**src/rtl/hs32_mem_arb.sv**
```systemverilog
// hs32_mem_arb: arbitrates NCH requester channels onto one external memory
// interface. Fixed (lowest index wins) or round-robin priority. The grant is
// held for a whole transaction; read data is latched and returned with a
// one-cycle one-hot ack pulse.
module hs32_mem_arb #(
  parameter int NCH = 2,
  parameter int AW  = 32,
  parameter int DW  = 32,
  parameter int RR  = 0,
  parameter int GW  = $clog2(NCH)
) (
  input  logic              clk,
  input  logic              reset,
  output logic [AW-1:0]     addr,
  output logic              rw,
  output logic [DW-1:0]     dout,
  input  logic [DW-1:0]     din,
  output logic              valid,
  input  logic              done,
  input  logic [NCH-1:0]    req,
  input  logic [NCH-1:0]    rw_i,
  input  logic [NCH*AW-1:0] addr_i,
  input  logic [NCH*DW-1:0] dtw_i,
  output logic [DW-1:0]     dtr,
  output logic [NCH-1:0]    ack,
  output logic [GW-1:0]     gnt_id,
  output logic              busy
);

  typedef enum logic [1:0] {
    IDLE = 2'd0,
    GNT  = 2'd1,
    RESP = 2'd2
  } state_t;

  state_t           state_r;
  logic [GW-1:0]    gnt_id_r;
  logic [GW-1:0]    last_r;
  logic             valid_r;
  logic             busy_r;
  logic [NCH-1:0]   ack_r;
  logic [DW-1:0]    dtr_r;

  logic [GW-1:0]    win_s;
  logic             found_s;
  logic [NCH-1:0]   gnt_oh_s;

  // Winner search: fixed mode scans from index 0; round-robin mode scans
  // starting just after the last granted channel, wrapping modulo NCH.
  always_comb begin
    int idx_v;
    idx_v   = 0;
    win_s   = '0;
    found_s = 1'b0;
    for (int i = 0; i < NCH; i++) begin
      idx_v   = (RR != 0) ? ((int'(last_r) + 1 + i) % NCH) : i;
      win_s   = (req[idx_v] && !found_s) ? GW'(idx_v) : win_s;
      found_s = found_s | req[idx_v];
    end
  end

  // The external side is forwarded from the registered grant index, so the
  // bus only depends on gnt_id and never glitches with other requests.
  assign addr     = addr_i[int'(gnt_id_r)*AW +: AW];
  assign dout     = dtw_i[int'(gnt_id_r)*DW +: DW];
  assign rw       = rw_i[gnt_id_r];
  assign gnt_oh_s = {{(NCH-1){1'b0}}, 1'b1} << gnt_id_r;

  assign valid  = valid_r;
  assign busy   = busy_r;
  assign ack    = ack_r;
  assign dtr    = dtr_r;
  assign gnt_id = gnt_id_r;

  // Arbitration FSM with all outputs registered; reset aborts any transaction
  // in flight without issuing an ack.
  always_ff @(posedge clk) begin
    if (reset) begin
      state_r  <= IDLE;
      gnt_id_r <= '0;
      last_r   <= GW'(NCH-1);
      valid_r  <= 1'b0;
      busy_r   <= 1'b0;
      ack_r    <= '0;
      dtr_r    <= '0;
    end else begin
      case (state_r)
        IDLE: begin
          if (found_s) begin
            gnt_id_r <= win_s;
            last_r   <= (RR != 0) ? win_s : last_r;
            valid_r  <= 1'b1;
            busy_r   <= 1'b1;
            state_r  <= GNT;
          end
        end
        GNT: begin
          // Grant is locked here: req changes are ignored until done.
          if (done) begin
            dtr_r   <= din;
            valid_r <= 1'b0;
            ack_r   <= gnt_oh_s;
            state_r <= RESP;
          end
        end
        RESP: begin
          ack_r   <= '0;
          busy_r  <= 1'b0;
          state_r <= IDLE;
        end
        default: begin
          valid_r <= 1'b0;
          busy_r  <= 1'b0;
          ack_r   <= '0;
          state_r <= IDLE;
        end
      endcase
    end
  end

endmodule

```
**config.mk**
```make
export PLATFORM = sky130hd
export DESIGN_NAME = hs32_mem_arb
export DESIGN_NICKNAME = d
export VERILOG_FILES = /design/src/rtl/hs32_mem_arb.sv
export SDC_FILE = /design/constraint.sdc
export NUM_CORES = 1
export LEC_CHECK = 0
export CAP_MARGIN = 5
export CORE_AREA = 5 5 100 102
export CTS_BUF_LIST = sky130_fd_sc_hd__clkbuf_8
export DETAILED_ROUTE_END_ITERATION = 12
export DIE_AREA = 0 0 105 107
export PLACE_DENSITY_LB_ADDON = 0.2
export SLEW_MARGIN = 15
export SYNTH_ARGS = -nofsm -noshare
export SYNTH_HDL_FRONTEND = slang
export SYNTH_SLANG_ARGS = --single-unit
```
**constraint.sdc**
```tcl
create_clock -name clk -period 1.3 [get_ports clk]
set_input_delay 0.26 -clock clk [delete_from_list [all_inputs] [get_ports clk]]
set_output_delay 0.26 -clock clk [all_outputs]
set_load 0.05 [all_outputs]
```
==> qor.csv <==
metric;value;unit
Peak supply drop;0.713;mV
violated checks;setup timing;
WP data arrival;1.43;ns
clock power share;0.166;
worst-path fanout max;20;
Max Freq;593;MHz
required time of the critical path;1.04;ns
sequential group share of total power;0.250;
TritonRoute pass-1 iters;4;
final cell count without fillers;622;
Max-Cap Viols;0;
Worst Clk Skew;0.00485;ns
CP endpoint kind;primary output;
Hold WC Path Type;in -> reg;
number of synthesized register bits;39;
core area;9020;sq um
Slew @ Worst Pin;0.293;ns
Pint;0.00341;W
Cells after Synth;241;
RSZ-0062 raised after global routing;yes;
syn avg cell area;9.61;sq um
antenna violations before repair;0;
CTS Root Cell;clkbuf_8;
die span in x;105;um
outcome;finished with violations;
setup violators final;66;
most frequent cell after synthesis;mux2_2;
Clk Latency, worst-skew pair;0.28;ns
CTS sink cnt;39;
DRT Wirelength;12.0;mm
Critical Path Max Stage Delay;0.43;ns
die footprint;11200;sq um
Antenna Cells;0;
final worst path period share;1.30;
fin. max-slew vios;0;
Place WS;-0.196;ns
via count of the first global-routing pass;2936;
initial detailed-routing violation count;129;
post-detailed-route wirelength per cell;19.2;um
Synth area leaders;dfxtp_1 34%, mux2_2 32%, a21oi_2 11%;
Die Span Y;107;um
Hold Worst Slack;0.327;ns
Mapped Nets;408;
pwr/cell area;828;nW/um^2
fin crit period;1.69;ns
largest net degree at the start of global routing;34;
CTS clk-pin slew, worst paths;0.07;ns
CTS tree;done;
Synth Flop Type;dfxtp_1;
Post-synth EDFFs;0;
first-pass GRT wire length;17.6;mm
top cell type's share of synthesized area;0.337;
Final Wtd Congestion;0.844;
CTS Buffer Depth;2;
Combinational Power Share;0.584;
Overflow after GRT;0;
gr usage total;0.197;
LEAKAGE;2.59;nW
Crit Path Category;reg -> out;
Synth cell types;23;
H-tree Lvls;2;
Mapped Area;2320;sq um
CTS Hold Bufs;0;
Initial Util;0.257;
Final HPWL DP;10.1;mm
Buf+Inv Stages, Crit Path;2;
crit start category;flip-flop;
I/O Buffers;268;
TritonCTS Buffers;5;
FFs w/ async S/R, synth;0;
drc violations;0;
crit-path most repeated cell;buf_12;
Vias;2774;
Area Overhead vs Synth;177;%
post-synthesis sequential area ratio;0.337;
Psw;0.00191;W
Antenna Nets Post-Route;0;
fin nets;677;
site row count;35;
placed cells;612;
cell taking the most area after synthesis;dfxtp_1;
switching power share of the total;0.359;
crit-path leading delay family;flip-flops;
final-report hold violation count;0;
I/O pin cnt;269;
layout cells sized above 1;0.450;
setup ws final;-0.387;ns
synth warn;0;
Slowest cell on crit path;dfxtp_4;
Via density;4.46;
cell chain of the critical path;buf_12 -> mux2_4 -> buf_12;
Slew headroom;0.805;
Post-synth top cells;65 x mux2_2, 56 x nand2_1, 39 x dfxtp_1;
==> kinds of logic after synthesis <==
kind of cell,Yosys count,synth area share
compound gates,40,0.140
buf+inv,19,0.0605
flops,39,0.337
mux,65,0.316
simple gates,78,0.146
==> per-layer routing <==
| layer | share of wire | wire (um) | global-route usage | vias up |
|---|---|---|---|---|
| li1 | - | - | - | 1363 |
| met5 | 0 | 0 | 0 | - |
| met2 | 0.54 | 6430 | 0.362 | 138 |
| met1 | 0.37 | 4470 | 0.225 | 1265 |
| met4 | 0.0082 | 98 | 0.0247 | 0 |
| met3 | 0.080 | 955 | 0.0662 | 8 |
==> final cells by class <==
type | instances | area (sq um)
Tap cell | 111 | 139
Sequential cell | 39 | 785
Clock buffer | 7 | 96.3
Timing Repair Buffer | 281 | 3780
Fill cell | 661 | 2590
Clock inverter | 1 | 3.75
Multi-Input combinational cell | 183 | 1620
==> path summary, 6_finish.rpt <==
check,slack (ns),from,cells past startpoint,endpoint
hold / removal,0.33,reset,2,dtr[29]$_SDFFE_PP0P_
hold reg to reg,0.50,dtr[10]$_SDFFE_PP0P_,2,dtr[10]$_SDFFE_PP0P_
setup / recovery,-0.39,gnt_id$_SDFFE_PP0P_,3,addr[14]
setup reg to reg,0.15,state_r[1]$_SDFFE_PP0P_,4,dtr[27]$_SDFFE_PP0P_
==> registers in the layout (all words and copies together), names as in the netlist <==
name / flops
ack: 2
busy: 1
dtr: 32
gnt_id: 1
state_r: 2
valid: 1
==> layout by cell type, fill, tap and decap left out, types with 4 or more instances in the layout <==
cell,n
clkbuf_8,7
nand2_2,10
buf_12,95
buf_4,5
nand2_1,56
mux2_4,61
dfxtp_1,38
mux2_2,4
a21oi_2,30
a21oi_1,5
clkdlybuf4s50_1,165
nor2_1,6
buf_6,14
==> worst reg2reg max path: cells and delay by family (launching register included) <==
family          cells  cell delay (ns)
simple gates        2             0.39
compound gates      1             0.13
buf+inv             1             0.21
flops               1             0.36
==> metrics by stage <==
| stage | power (W) | area (sq um) | utilization | setup TNS (ns) |
|---|---|---|---|---|
| floorplan | 0.00281 | 2540 | - | -4.61 |
| global placement | 0.00437 | 6200 | 0.687 | -8.09 |
| detailed placement | 0.00441 | 6200 | 0.687 | -9.77 |
| CTS | 0.00536 | 6390 | 0.709 | -23.14 |
| global route | 0.00553 | 6430 | 0.712 | -26.91 |
| finish | 0.00532 | 6430 | 0.712 | -23.04 |
==> power groups by stage <==
stage | sequential, W | clock, W | combinational (W)
floorplan | 0.00152 | 0 | 0.00129
global placement | 0.00135 | 0 | 0.00302
detailed placement | 0.00136 | 0 | 0.00305
CTS | 0.00133 | 0.000914 | 0.00311
global route | 0.00134 | 0.000980 | 0.00321
finish | 0.00133 | 0.000881 | 0.00311
==> what timing repair did <==
item / 4_1_cts / 5_1_grt
setup endpoints to repair: 66 / 66
gates resized for setup: 23 / 2
buffers inserted: 1 / 0
endpoints found under the hold margin: 0 / 0
gates cloned: 0 / 1
(Power assumes the default switching activity.)
